**src/rtl/seq1001_frame_tx_if.sv**
```systemverilog
// rtl/seq1001_frame_tx_if.sv - frame request handshake bundle for seq1001_frame_tx
//
// Purpose: carries one payload word from a requester to the frame transmitter
// on a valid/ready handshake.
// Signals:
//   data_in  payload word, sampled by the transmitter only on accept
//   valid    requester holds a frame request
//   ready    transmitter can accept a frame this cycle
// Modports: master = requester side, slave = transmitter side.
interface seq1001_frame_tx_if #(
  parameter int DATA_W = 8
) ();
  logic [DATA_W-1:0] data_in;
  logic              valid;
  logic              ready;

  modport master (output data_in, output valid, input ready);
  modport slave  (input data_in, input valid, output ready);
endinterface

```
**src/rtl/seq1001_frame_tx.sv**
```systemverilog
// rtl/seq1001_frame_tx.sv - serial frame transmitter: sync 1001, payload MSB-first, idle zeros
//
// Purpose: accepts a payload word on req_if and shifts out one frame on dout_o:
// the sync pattern 1001, the payload MSB-first, then GAP idle zeros. One IDLE
// cycle always separates frames.
// Ports:
//   clk_i         clock, rising edge
//   reset_i       synchronous active-high reset
//   req_if        slave side of the request handshake (data_in, valid, ready)
//   dout_o        registered serial line
//   busy_o        high while a frame is in SYNC, DATA or GAP
//   frame_done_o  one-cycle pulse in the first GAP cycle
module seq1001_frame_tx #(
  parameter int DATA_W = 8,
  parameter int GAP    = 2
) (
  input  logic               clk_i,
  input  logic               reset_i,
  seq1001_frame_tx_if.slave  req_if,
  output logic               dout_o,
  output logic               busy_o,
  output logic               frame_done_o
);

  // Counter must reach the longest phase's terminal count: max(4, DATA_W, GAP)-1.
  localparam int CNT_MAX = (DATA_W > GAP) ? ((DATA_W > 4) ? DATA_W - 1 : 3)
                                          : ((GAP > 4) ? GAP - 1 : 3);
  localparam int CNT_W   = (CNT_MAX < 2) ? 1 : $clog2(CNT_MAX + 1);

  localparam logic [CNT_W-1:0] SYNC_LAST = CNT_W'(3);
  localparam logic [CNT_W-1:0] DATA_LAST = CNT_W'(DATA_W - 1);
  localparam logic [CNT_W-1:0] GAP_LAST  = CNT_W'(GAP - 1);

  typedef enum logic [1:0] {
    IDLE = 2'd0,
    SYNC = 2'd1,
    DATA = 2'd2,
    GAP_ST = 2'd3
  } state_t;

  state_t            state_q, state_d;
  logic [CNT_W-1:0]  cnt_q, cnt_d;
  logic [DATA_W-1:0] sh_q, sh_d;
  logic              dout_q, dout_d;
  logic              fd_q, fd_d;

  always_ff @(posedge clk_i) begin
    if (reset_i) begin
      state_q <= IDLE;
      cnt_q   <= '0;
      sh_q    <= '0;
      dout_q  <= 1'b0;
      fd_q    <= 1'b0;
    end else begin
      state_q <= state_d;
      cnt_q   <= cnt_d;
      sh_q    <= sh_d;
      dout_q  <= dout_d;
      fd_q    <= fd_d;
    end
  end

  always_comb begin
    state_d = state_q;
    cnt_d   = cnt_q;
    sh_d    = sh_q;
    dout_d  = 1'b0;
    fd_d    = 1'b0;

    case (state_q)
      IDLE: begin
        // ready is high in IDLE, so valid alone means accept.
        if (req_if.valid) begin
          state_d = SYNC;
          cnt_d   = '0;
          sh_d    = req_if.data_in;
        end
      end
      SYNC: begin
        if (cnt_q == SYNC_LAST) begin
          state_d = DATA;
          cnt_d   = '0;
        end else begin
          cnt_d = cnt_q + CNT_W'(1);
        end
      end
      DATA: begin
        if (cnt_q == DATA_LAST) begin
          state_d = GAP_ST;
          cnt_d   = '0;
        end else begin
          cnt_d = cnt_q + CNT_W'(1);
          sh_d  = sh_q << 1;
        end
      end
      GAP_ST: begin
        if (cnt_q == GAP_LAST) begin
          state_d = IDLE;
          cnt_d   = '0;
        end else begin
          cnt_d = cnt_q + CNT_W'(1);
        end
      end
      default: begin
        state_d = IDLE;
        cnt_d   = '0;
      end
    endcase

    // Next line value is derived from where we are going, so dout_o is a pure
    // flop output that lines up with state_q in the following cycle.
    case (state_d)
      SYNC:    dout_d = (cnt_d == '0) || (cnt_d == SYNC_LAST);
      DATA:    dout_d = sh_d[DATA_W-1];
      default: dout_d = 1'b0;
    endcase

    fd_d = (state_q == DATA) && (state_d == GAP_ST);
  end

  assign req_if.ready = (state_q == IDLE);
  assign busy_o       = (state_q != IDLE);
  assign dout_o       = dout_q;
  assign frame_done_o = fd_q;

endmodule
```
**src/flat_wrapper.sv**
```systemverilog
// flat-port wrapper written by rule: the top's interface ports become plain ports
module seq1001_frame_tx_flat 
#(
  parameter int DATA_W = 8,
  parameter int GAP    = 2
)
  (clk_i, reset_i, dout_o, busy_o, frame_done_o, req_if_data_in, req_if_valid, req_if_ready);
  seq1001_frame_tx_if #(.DATA_W(DATA_W)) req_if_i ();
  input  logic clk_i;
  input  logic reset_i;
  output logic dout_o;
  output logic busy_o;
  output logic frame_done_o;
  input wire logic [$bits(req_if_i.data_in)-1:0] req_if_data_in;
  input wire logic [$bits(req_if_i.valid)-1:0] req_if_valid;
  output wire logic [$bits(req_if_i.ready)-1:0] req_if_ready;
  assign req_if_i.data_in = req_if_data_in;
  assign req_if_i.valid = req_if_valid;
  assign req_if_ready = req_if_i.ready;
  seq1001_frame_tx #(.DATA_W(DATA_W), .GAP(GAP)) u_core (.clk_i(clk_i), .reset_i(reset_i), .req_if(req_if_i), .dout_o(dout_o), .busy_o(busy_o), .frame_done_o(frame_done_o));
endmodule
```
**config.mk**
```make
export PLATFORM = sky130hd
export DESIGN_NAME = seq1001_frame_tx_flat
export DESIGN_NICKNAME = d
export VERILOG_FILES = /design/src/rtl/seq1001_frame_tx_if.sv /design/src/rtl/seq1001_frame_tx.sv /design/src/flat_wrapper.sv
export SDC_FILE = /design/constraint.sdc
export NUM_CORES = 1
export LEC_CHECK = 0
export BUFFER_PORTS_ARGS = -buffer_cell sky130_fd_sc_hd__buf_4
export CAP_MARGIN = 0
export CORE_MARGIN = 3
export CORE_UTILIZATION = 25
export CTS_BUF_LIST = sky130_fd_sc_hd__clkbuf_16
export DETAILED_ROUTE_END_ITERATION = 8
export GPL_ROUTABILITY_DRIVEN = 0
export GPL_TIMING_DRIVEN = 0
export PLACE_DENSITY = 0.47
export SYNTH_ARGS = -nofsm -noshare
export SYNTH_HDL_FRONTEND = slang
export SYNTH_SLANG_ARGS = --single-unit
```
**constraint.sdc**
```tcl
create_clock -name clk_i -period 3.1 [get_ports clk_i]
set_clock_uncertainty 0.05 [all_clocks]
set_input_delay 0.465 -clock clk_i [delete_from_list [all_inputs] [get_ports clk_i]]
set_output_delay 0.465 -clock clk_i [all_outputs]
set_load 0.01 [all_outputs]
```
* Yosys cells after proc, flatten, opt, wreduce, memory -nomap -nowiden
Cells that the tools add are included.
Widths: inputs -> output; s select.
** Storage, ports and cells
- Register bits after elaboration :: 15
- Input port bits :: 11
- Output and inout bits :: 4
** Cells by class
- Add/sub/neg operators :: 1
- Equal/unequal tests :: 12
- Mux-type cells :: 14
- Reduce and logical (&&, ||, !) cells :: 7
** Operators with widths (number)
- $mux 8 :: 2
- $pmux 8 s2 :: 1
- $mux 3 :: 4
- $pmux 3 s4 :: 1
- $eq 2x2->1 const B :: 4
- $mux 2 :: 4
- $pmux 2 s4 :: 1
- $eq 3x2->1 const B :: 2
- $eq 2x1->1 const B :: 2
- $ne 2x2->1 const B :: 2
- $reduce_bool 2->1 :: 2
- $add 3x1->3 const B :: 1
- $eq 3x1->1 const B :: 1
- $eq 3x3->1 const B :: 1
- $logic_not 3->1 :: 1
- $reduce_and 3->1 :: 1
- $logic_not 2->1 :: 1
- $pmux 1 s2 :: 1
- $logic_and 1x1->1 :: 1
- $logic_or 1x1->1 :: 1

* Depth between registers and ports, before layout
Gate-level depths: netlist of run 1.
- Depth after elaboration :: 6
- Mapped depth :: 10

* Worst setup path before layout of run 1
OpenSTA, ideal clock, no wires.
- Kind :: register to register
- Start :: reg u_core.cnt_q[0]
- End :: reg u_core.dout_q (netlist: u_core.dout_o)
- Library setup time :: 70 ps
- Arrival :: 1953 ps
- Data required time :: 2980 ps
- Path slack :: 1026 ps
- Cell stages (with the launch flop) :: 9
- Buffers on the path :: 0
- Period minus slack after synthesis :: 2074 ps
- Cell sequence :: dfxtp_1 ha_1 nand2_2 o21ai_0 a221oi_1 ha_1 a2111oi_2 o211ai_1 o2bb2ai_1
** Between the ends
- Longest elaborated chain between the ends :: 6
- Elaborated cells on any way between the ends :: 21
** Ends and longest elaborated chain
- start, declared :: RTL line seq1001_frame_tx.sv:42 : logic [CNT_W-1:0] cnt_q, cnt_d;
- start signal, assigned :: RTL line seq1001_frame_tx.sv:56 : cnt_q <= cnt_d;
- $add 3x1->3 (tied with other cells) :: RTL line seq1001_frame_tx.sv:84, seq1001_frame_tx.sv:92, seq1001_frame_tx.sv:101
- $mux 3, on equally long branches :: RTL line seq1001_frame_tx.sv:97, seq1001_frame_tx.sv:80, seq1001_frame_tx.sv:88
- $pmux 3 s4 :: RTL line seq1001_frame_tx.sv:70 : case (state_q)
- $eq 3x2->1 or $logic_not 3->1 (tied branches) :: RTL line seq1001_frame_tx.sv:113 : SYNC: dout_d = (cnt_d == '0) || (cnt_d == SYNC_LAST);
- $logic_or 1x1->1 :: RTL line seq1001_frame_tx.sv:113
- $pmux 1 s2 (*) :: RTL line seq1001_frame_tx.sv:112 : case (state_d)
- end signal, assigned :: RTL line seq1001_frame_tx.sv:58 : dout_q <= dout_d;
- end, declared :: RTL line seq1001_frame_tx.sv:44 : logic dout_q, dout_d;
Every way passes the cells marked *; elsewhere a longest branch is shown, timed or not. The select of a mux whose other input is x is not followed.
A chain may end at the register's enable or synchronous reset.

* Final worst setup path of run 1
Same ends and word-level chain as after synthesis.

==> results.json, run 1 <==
{
  "outcome": "completed",
  "synth_area_um2": 855,
  "tritoncts": "done",
  "rsz0062_at_grt": "no",
  "grt_max_degree": 11,
  "required_ps": 3220,
  "crit_top_cell": "ha_1",
  "final_hold_viol_count": 0,
  "drive_above_1_share_pct": 22.6,
  "routedWlPerCell_um": 11.6,
  "whs_path_depth": 2,
  "post-route-util_pct": 34.7,
  "routed_wl_mm": 1.85,
  "p_per_area_mw_per_mm2": 482,
  "clk_path_buf_depth": 2,
  "end_kind": "register",
  "synth_mux_area_share_pct": 0,
  "core_mm2": 0.00315,
  "worstPathMaxFanout": 8,
  "cts.sinks": 15,
  "cp-start-kind": "register",
  "hold_ws_ps": 392,
  "fin_tns_setup_ps": 0,
  "drcViolationCount": 0,
  "antenna_cells": 0,
  "synth_simple_gate_area_share_pct": 24.3,
  "track_usage_pct": 9.76,
  "hp-class": "primary input to register",
  "ctsResizeCount": 0,
  "grt_pass1_wl_mm": 3.19,
  "ys_seq_area_share_pct": 35.1,
  "relSlewSlack_pct": 66.5,
  "synthArstFlopShare_pct": 0,
  "synth_edf_count": 0,
  "hold_start": "reset_i",
  "post-route-period-util_pct": 75.7,
  "r2r_cells": 8,
  "holdPathEnd": "u_core.sh_q[1]",
  "post-place-ws_ps": 711,
  "setup_viol": 0,
  "yosys_warnings": 0,
  "synth_ff_type": "dfxtp_1",
  "synth.net_count": 115,
  "crit_chain": "ha_1 -> nand2_2 -> o21ai_0 -> a221oi_1 -> ha_1 -> a2111oi_2 -> o211ai_1 -> o2bb2ai_1",
  "synth_compound_area_share_pct": 23.0,
  "grt_overflow": 0,
  "criticalPathCategory": "register to register",
  "setup_slack_ps": 753,
  "firstDrtPassIters": 4,
  "path_delay_family": "compound AO/OA/AOI/OAI gates",
  "cp.arrival_ps": 2470,
  "yosysUniqueCellTypes": 34,
  "drv_slew": 0,
  "vias": 741,
  "nets": 134,
  "final_cell_mix": "dfxtp_1 (15), buf_4 (14), nand2_1 (9), a21oi_1 (9)",
  "max_stage_delay_ps": 430,
  "clock_latency_ps": 240,
  "synthAdderAreaFrac_pct": 10.2,
  "dp_hpwl_mm": 1.36,
  "vias_per_cell": 4.66,
  "r2r_slack_ps": 750,
  "postRouteAntennaNets": 0,
  "postCtsSetupBuffers": 0,
  "syn_avg_cell_area_um2": 8.81,
  "ir_worst_vdd_mv": 0.223,
  "portBuffers": 14,
  "area_delta_synth_final_pct": 28.0,
  "fillers": 350,
  "final_common_cell": "dfxtp_1",
  "cts_hold_buf": 0,
  "r2r_end": "u_core.dout_o",
  "max_clock_freq_mhz": 426,
  "ys_seq_elements": 15,
  "cts_buffers": 3,
  "grt_pass1_vias": 692,
  "num_rows": 20,
  "r2r-start": "u_core.cnt_q[0]",
  "crit_buf_inv": 0,
  "synth_top_family_by_area": "simple AND/OR/NAND/NOR gates",
  "cts-htree-levels": 1,
  "num_io_pins": 15,
  "p_leak_uw": 0.000462,
  "drtIter0Drc": 45,
  "start_util_pct": 27.1,
  "die-area_mm2": 0.00416,
  "cpMaxStageDelayCell": "a221oi_1",
  "antenna_found_initial": 0,
  "die_h_um": 64.5,
  "total_power_uw": 527,
  "die_w_um": 64.5,
  "drv_cap": 0,
  "syn_inst": 97,
  "period_needed_ps": 2350,
  "clk_pin_slew_ps": 50,
  "cts-root-buf": "clkbuf_16",
  "synthXorXnorAreaFrac_pct": 2.05,
  "worst_slew_pin_slew_ps": 503
}
flip-flops by register name, summed over array words and instances, names as in the netlist:
name	count
u_core.dout_o	1
u_core.state_q	2
u_core.cnt_q	3
u_core.sh_q	8
u_core.frame_done_o	1
worst max-delay path by stage:
stage | startpoint | endpoint | cells after the start
CTS | u_core.cnt_q[0] | u_core.dout_o | 8
floorplan | u_core.cnt_q[0] | u_core.dout_o | 8
detailed placement | u_core.cnt_q[0] | u_core.dout_o | 8
global placement | u_core.cnt_q[0] | u_core.dout_o | 8
finish | u_core.cnt_q[0] | u_core.dout_o | 8
global route | u_core.cnt_q[0] | u_core.dout_o | 8
Yosys cell counts, drive strengths merged (2+ instances only):
cell type / count / area share, %
and2: 2 / 1.5
ha: 7 / 10
nand3b: 2 / 1.8
nand2: 10 / 4.7
nor2b: 2 / 1.5
nor2: 5 / 2.2
buf: 3 / 1.8
nor3b: 3 / 4.0
nand4b: 2 / 2.1
or3: 2 / 1.5
inv: 7 / 3.1
nor3: 2 / 1.8
o21ai: 2 / 1.2
a21oi: 10 / 6.3
o21a: 2 / 1.8
dfxtp: 15 / 35
a22oi: 8 / 7.0
power by group:
part	internal [uW]	total [uW]	switching, uW	leakage, uW
sequential	203	211	7.59	0.000123
clock	171	247	76.0	0.0000423
combinational	35.6	69.9	34.3	0.000297
area by class of cell:
| cell class | instances | area (um2) | area share [%] |
|---|---|---|---|
| timing repair buffer | 14 | 105 | 9.61 |
| clock buffer | 3 | 75.1 | 6.86 |
| clock inverter | 1 | 3.75 | 0.343 |
| tap | 44 | 55.1 | 5.03 |
| multi-input combinational | 71 | 509 | 46.6 |
| inverter | 7 | 26.3 | 2.40 |
| buffer | 4 | 18.8 | 1.72 |
| sequential | 15 | 300 | 27.5 |
routing by layer:
metal / vias to the layer above / track usage, % / routed length (um)
met5: - / 0 / 0
met4: 0 / 2.37 / 22
met3: 2 / 3.47 / 96
met2: 20 / 13.9 / 812
met1: 337 / 13.9 / 916
li1: 382 / - / -
through the flow:
step           instances  area, um2
3_5_place_dp         155       1010
6_report             159       1090
5_1_grt              159       1090
4_1_cts              159       1090
2_1_floorplan         97        855
3_3_place_gp         155       1010
cell families (layout without fill, tap and decap cells):
logic type,Yosys count,count (layout)
AOI/OAI and AO/OA,28,28
xor gates and xnor gates,2,2
adders and majority gates,7,7
buffers and inverters,11,29
DFF,15,15
and+or+nand+nor,34,34
No activity file was read; power rests on OpenSTA's default activity.
==> run 2, diff against run 1 <==
==> constraint.sdc (replaced) <==
create_clock -name clk_i -period 2.3 [get_ports clk_i]
set_clock_uncertainty 0.05 [all_clocks]
set_input_delay 0.345 -clock clk_i [delete_from_list [all_inputs] [get_ports clk_i]]
set_output_delay 0.345 -clock clk_i [all_outputs]
set_load 0.01 [all_outputs]
==> run 2 against run 1 <==
Cell count stayed put. Register-to-register slack worse by 540 ps. Worst hold slack worse by 120 ps. Maximum frequency is 13% higher. Critical path depth stayed put. Total power is 37% higher. Global-route usage stayed put. Clock power is 36% higher. Utilization is 1.3 points higher. Count of clock-buffer cells in the layout stayed put. Sequential cell count stayed put. Critical endpoint unchanged. Largest power group unchanged.
==> results.json, run 2 (synthesized netlist as in run 1, its figures left out) <==
{
  "track_usage_pct": 9.76,
  "rsz0062_at_grt": "no",
  "drv_slew": 0,
  "relSlewSlack_pct": 66.2,
  "final_common_cell": "buf_4",
  "use_met1_pct": 13.9,
  "post-route-util_pct": 36.0,
  "r2r-start": "u_core.state_q[1]",
  "vias_per_cell": 4.59,
  "postRouteAntennaNets": 0,
  "total_power_uw": 722,
  "antenna_cells": 0,
  "hp-class": "primary input to register",
  "start_util_pct": 27.1,
  "clk_pin_slew_ps": 50,
  "num_io_pins": 15,
  "portBuffers": 14,
  "dp_hpwl_mm": 1.36,
  "reg_top3": "u_core.sh_q (8), u_core.cnt_q (3), u_core.state_q (2)",
  "cts_buffers": 3,
  "clk_path_buf_depth": 2,
  "die-area_mm2": 0.00416,
  "drcViolationCount": 0,
  "die_w_um": 64.5,
  "ir_worst_vdd_mv": 0.305,
  "outcome": "completed",
  "required_ps": 2420,
  "grt_max_degree": 11,
  "cp.arrival_ps": 2200,
  "dpl-instance-area_mm2": 0.00101,
  "worstPathMaxFanout": 10,
  "grt_pass1_vias": 692,
  "antenna_found_initial": 0,
  "num_rows": 20,
  "use_met3_pct": 3.47,
  "p_per_area_mw_per_mm2": 637,
  "core_mm2": 0.00315,
  "cts-root-buf": "clkbuf_16",
  "firstDrtPassIters": 4,
  "largest_register_ffs": 8,
  "nets": 134,
  "max_clock_freq_mhz": 480,
  "die_h_um": 64.5,
  "hold_start": "reset_i",
  "top_usage_layer": "met2",
  "top_register": "u_core.sh_q",
  "setup_viol": 0,
  "period_needed_ps": 2080,
  "grt_overflow": 0,
  "criticalPathCategory": "register to register",
  "end_kind": "register",
  "final_cell_mix": "buf_4 (15), dfxtp_1 (12), nand2_1 (9), a21oi_1 (9)",
  "drtIter0Drc": 36,
  "clock_latency_ps": 240,
  "fin_area_mm2": 0.00113,
  "post-route-period-util_pct": 90.5,
  "critPathLaunch": "u_core.state_q[1]",
  "cp-start-kind": "register",
  "drive_above_1_share_pct": 27.0,
  "grtUsageMet2_pct": 13.9,
  "final_hold_viol_count": 0,
  "routed_wl_mm": 1.88,
  "p_leak_uw": 0.000467,
  "worst_slew_pin_slew_ps": 507,
  "area_delta_synth_final_pct": 32.7,
  "drv_cap": 0,
  "cts.sinks": 15,
  "tritoncts": "done",
  "grt_pass1_wl_mm": 3.19,
  "routedWlPerCell_um": 11.8,
  "cts-htree-levels": 1,
  "vias": 730
}
==> run 2: where the power goes <==
group,internal [uW],switching (uW)
clock network,230,105
logic,51.3,49.8
registers,274,11.4
==> run 2: area by class of cell <==
type	count	area, um2
fillers	345	2020
multi-input cells	71	541
flip-flops and latches	15	307
repair buffers	14	105
clock buffers	3	75.1
well taps	44	55.1
inverters	7	26.3
plain buffers	4	21.3
clock inverters	1	3.75
==> run 2: critical path, cell delays in order (launching register included) <==
cell	delay, ps
dfxtp_1	370
buf_2	240
nand4b_1	160
o21ai_1	180
inv_1	100
ha_1	340
a2111oi_4	270
o211ai_1	140
o2bb2ai_1	160
==> run 2: what timing repair did <==
item | CTS | global route
buffers inserted | 0 | 0
hold buffers | 0 | 0
pin swaps | 0 | 4
resized for setup | 1 | 11
setup endpoints to repair | 1 | 1
hold endpoints to repair | 0 | 0
==> run 2: final timing paths <==
path	end	slack [ps]	depth (start not counted)
worst min-delay path	u_core.cnt_q[0]	280	2
worst max register to register	u_core.dout_o	220	8
worst max-delay path	u_core.dout_o	220	8
worst min register to register	u_core.sh_q[1]	400	2
==> run 2: per-layer routing <==
| layer | wire (um) | share of wire, % |
|---|---|---|
| met1 | 968 | 51 |
| met2 | 808 | 43 |
| met3 | 85 | 4.5 |
| met4 | 22 | 1.2 |
| met5 | 0 | 0 |
==> run 2: through the flow <==
| step | hold WS (ps) | setup TNS (ps) | setup WS, ps | cells |
|---|---|---|---|---|
| global placement | 393 | -91.2 | -91.2 | 155 |
| detailed placement | 396 | -88.5 | -88.5 | 155 |
| global route | 294 | 0 | 27.1 | 159 |
| CTS | 277 | 0 | 5.48 | 159 |
| finish | 277 | 0 | 217 | 159 |
| floorplan | 364 | 0 | 226 | 97 |
==> run 3, diff against run 2 <==
--- a/config.mk
+++ b/config.mk
@@ -13,7 +13,6 @@
 export DETAILED_ROUTE_END_ITERATION = 8
 export GPL_ROUTABILITY_DRIVEN = 0
 export GPL_TIMING_DRIVEN = 0
-export PLACE_DENSITY = 0.47
 export SYNTH_ARGS = -nofsm -noshare
 export SYNTH_HDL_FRONTEND = slang
 export SYNTH_SLANG_ARGS = --single-unit
==> run 3 against run 2 <==
Cell count rose by 0.63%. Critical endpoint unchanged. Register-to-register slack got worse by 80 ps. Non-clock buffer count rose by 1. Largest power group unchanged. Utilization rose by 0.32 points.
==> results.json, run 3 (synthesized netlist as in run 1, its figures left out) <==
{
  "outcome": "completed",
  "reg_top3": "u_core.sh_q (8), u_core.cnt_q (3), u_core.state_q (2)",
  "relSlewSlack_pct": 70.0,
  "crit_chain": "ha_1 -> o21ai_0 -> a221oi_2 -> ha_1 -> a2111oi_4 -> o211ai_1 -> o2bb2ai_1",
  "hp-class": "primary input to register",
  "num_rows": 20,
  "post-place-ws_ps": -57.3,
  "max_stage_delay_ps": 430,
  "final_hold_viol_count": 0,
  "setup_slack_ps": 133,
  "die_h_um": 64.5,
  "postRouteAntennaNets": 0,
  "clk_path_buf_depth": 2,
  "crit_buf_inv": 0,
  "required_ps": 2420,
  "drcViolationCount": 0,
  "cts-root-buf": "clkbuf_16",
  "cp.arrival_ps": 2280,
  "cpMaxStageDelayCell": "dfxtp_2",
  "hold_ws_ps": 280,
  "track_usage_pct": 9.14,
  "nets": 135,
  "cp-start-kind": "register",
  "final_common_cell": "buf_4",
  "routed_wl_mm": 1.90,
  "largest_register_ffs": 8,
  "grt_max_degree": 11,
  "cts-htree-levels": 1,
  "dp_hpwl_mm": 1.32,
  "vias": 742,
  "drv_cap": 0,
  "antenna_found_initial": 0,
  "start_util_pct": 27.1,
  "clk_pin_slew_ps": 50,
  "num_io_pins": 15,
  "drv_slew": 0,
  "worstPathMaxFanout": 8,
  "p_leak_uw": 0.000473,
  "tritoncts": "done",
  "p_per_area_mw_per_mm2": 628,
  "hold_start": "reset_i",
  "cts_hold_buf": 0,
  "core_mm2": 0.00315,
  "setup_viol": 0,
  "max_clock_freq_mhz": 462,
  "area_delta_synth_final_pct": 33.8,
  "critPathLaunch": "u_core.cnt_q[0]",
  "antenna_cells": 0,
  "routedWlPerCell_um": 11.9,
  "firstDrtPassIters": 4,
  "post-route-util_pct": 36.3,
  "drive_above_1_share_pct": 28.4,
  "post-route-period-util_pct": 94.2,
  "rsz0062_at_grt": "no",
  "portBuffers": 14,
  "grt_overflow": 0,
  "die_w_um": 64.5,
  "grt_pass1_vias": 701,
  "final_cell_mix": "buf_4 (15), dfxtp_1 (12), nand2_1 (9), a21oi_1 (9)",
  "path_delay_family": "compound AO/OA/AOI/OAI gates",
  "criticalPathCategory": "register to register",
  "drtIter0Drc": 39,
  "period_needed_ps": 2170,
  "ir_worst_vdd_mv": 0.398,
  "clock_latency_ps": 240,
  "top_register": "u_core.sh_q",
  "die-area_mm2": 0.00416,
  "cts_buffers": 3,
  "worst_slew_pin_slew_ps": 450,
  "grt_pass1_wl_mm": 3.08,
  "vias_per_cell": 4.64,
  "cts.sinks": 15,
  "crit_top_cell": "ha_1",
  "r2r-start": "u_core.cnt_q[0]",
  "end_kind": "register"
}
==> run 3: repair_timing <==
| item | in CTS | in global routing |
|---|---|---|
| setup buffers | 0 | 1 |
| endpoints found under the setup margin | 1 | 1 |
| hold endpoints to repair | 0 | 0 |
| pin swaps | 0 | 3 |
| gates cloned | 0 | 0 |
| gates resized for setup | 2 | 8 |
==> run 3: power by group <==
part           switching, uW  internal (uW)
Sequential              11.4            275
Combinational           51.0           52.6
Clock                   99.4            230
==> run 3: final timing paths <==
check,depth (start not counted),endpoint,slack (ps)
hold / removal,2,u_core.cnt_q[0],280
setup / recovery,7,u_core.dout_o,130
hold reg to reg,2,u_core.sh_q[1],400
setup reg to reg,7,u_core.dout_o,130
==> run 3: worst register-to-register path, cell delays in order, from the launching register on <==
cell and delay [ps]:
dfxtp_2 430, ha_1 230, o21ai_0 120, a221oi_2 350
ha_1 340, a2111oi_4 270, o211ai_1 130, o2bb2ai_1 170
==> run 3: per-layer routing <==
metal	share of wire, %	global-route usage (%)	vias to the layer above
li1	-	-	382
met1	50	12.6	347
met3	3.6	3.29	2
met4	0.21	1.58	0
met5	0	0	-
met2	46	13.8	11
==> run 3: stage by stage <==
step	cells	TNS (ps)	total power [uW]	cell area, um2
after floorplan	97	0	348	855
after global placement	155	-52.0	382	1010
after detailed placement	155	-57.3	384	1010
after CTS	159	0	715	1100
after global routing	160	0	754	1140
final	160	0	719	1140
==> run 3: layout make-up <==
| class | count | area (um2) |
|---|---|---|
| multi-input combinational | 71 | 546 |
| clock inverter | 1 | 3.75 |
| tap | 44 | 55.1 |
| clock buffer | 3 | 75.1 |
| timing repair buffer | 15 | 113 |
| fill | 351 | 2010 |
| buffer | 4 | 21.3 |
| sequential | 15 | 304 |
| inverter | 7 | 26.3 |
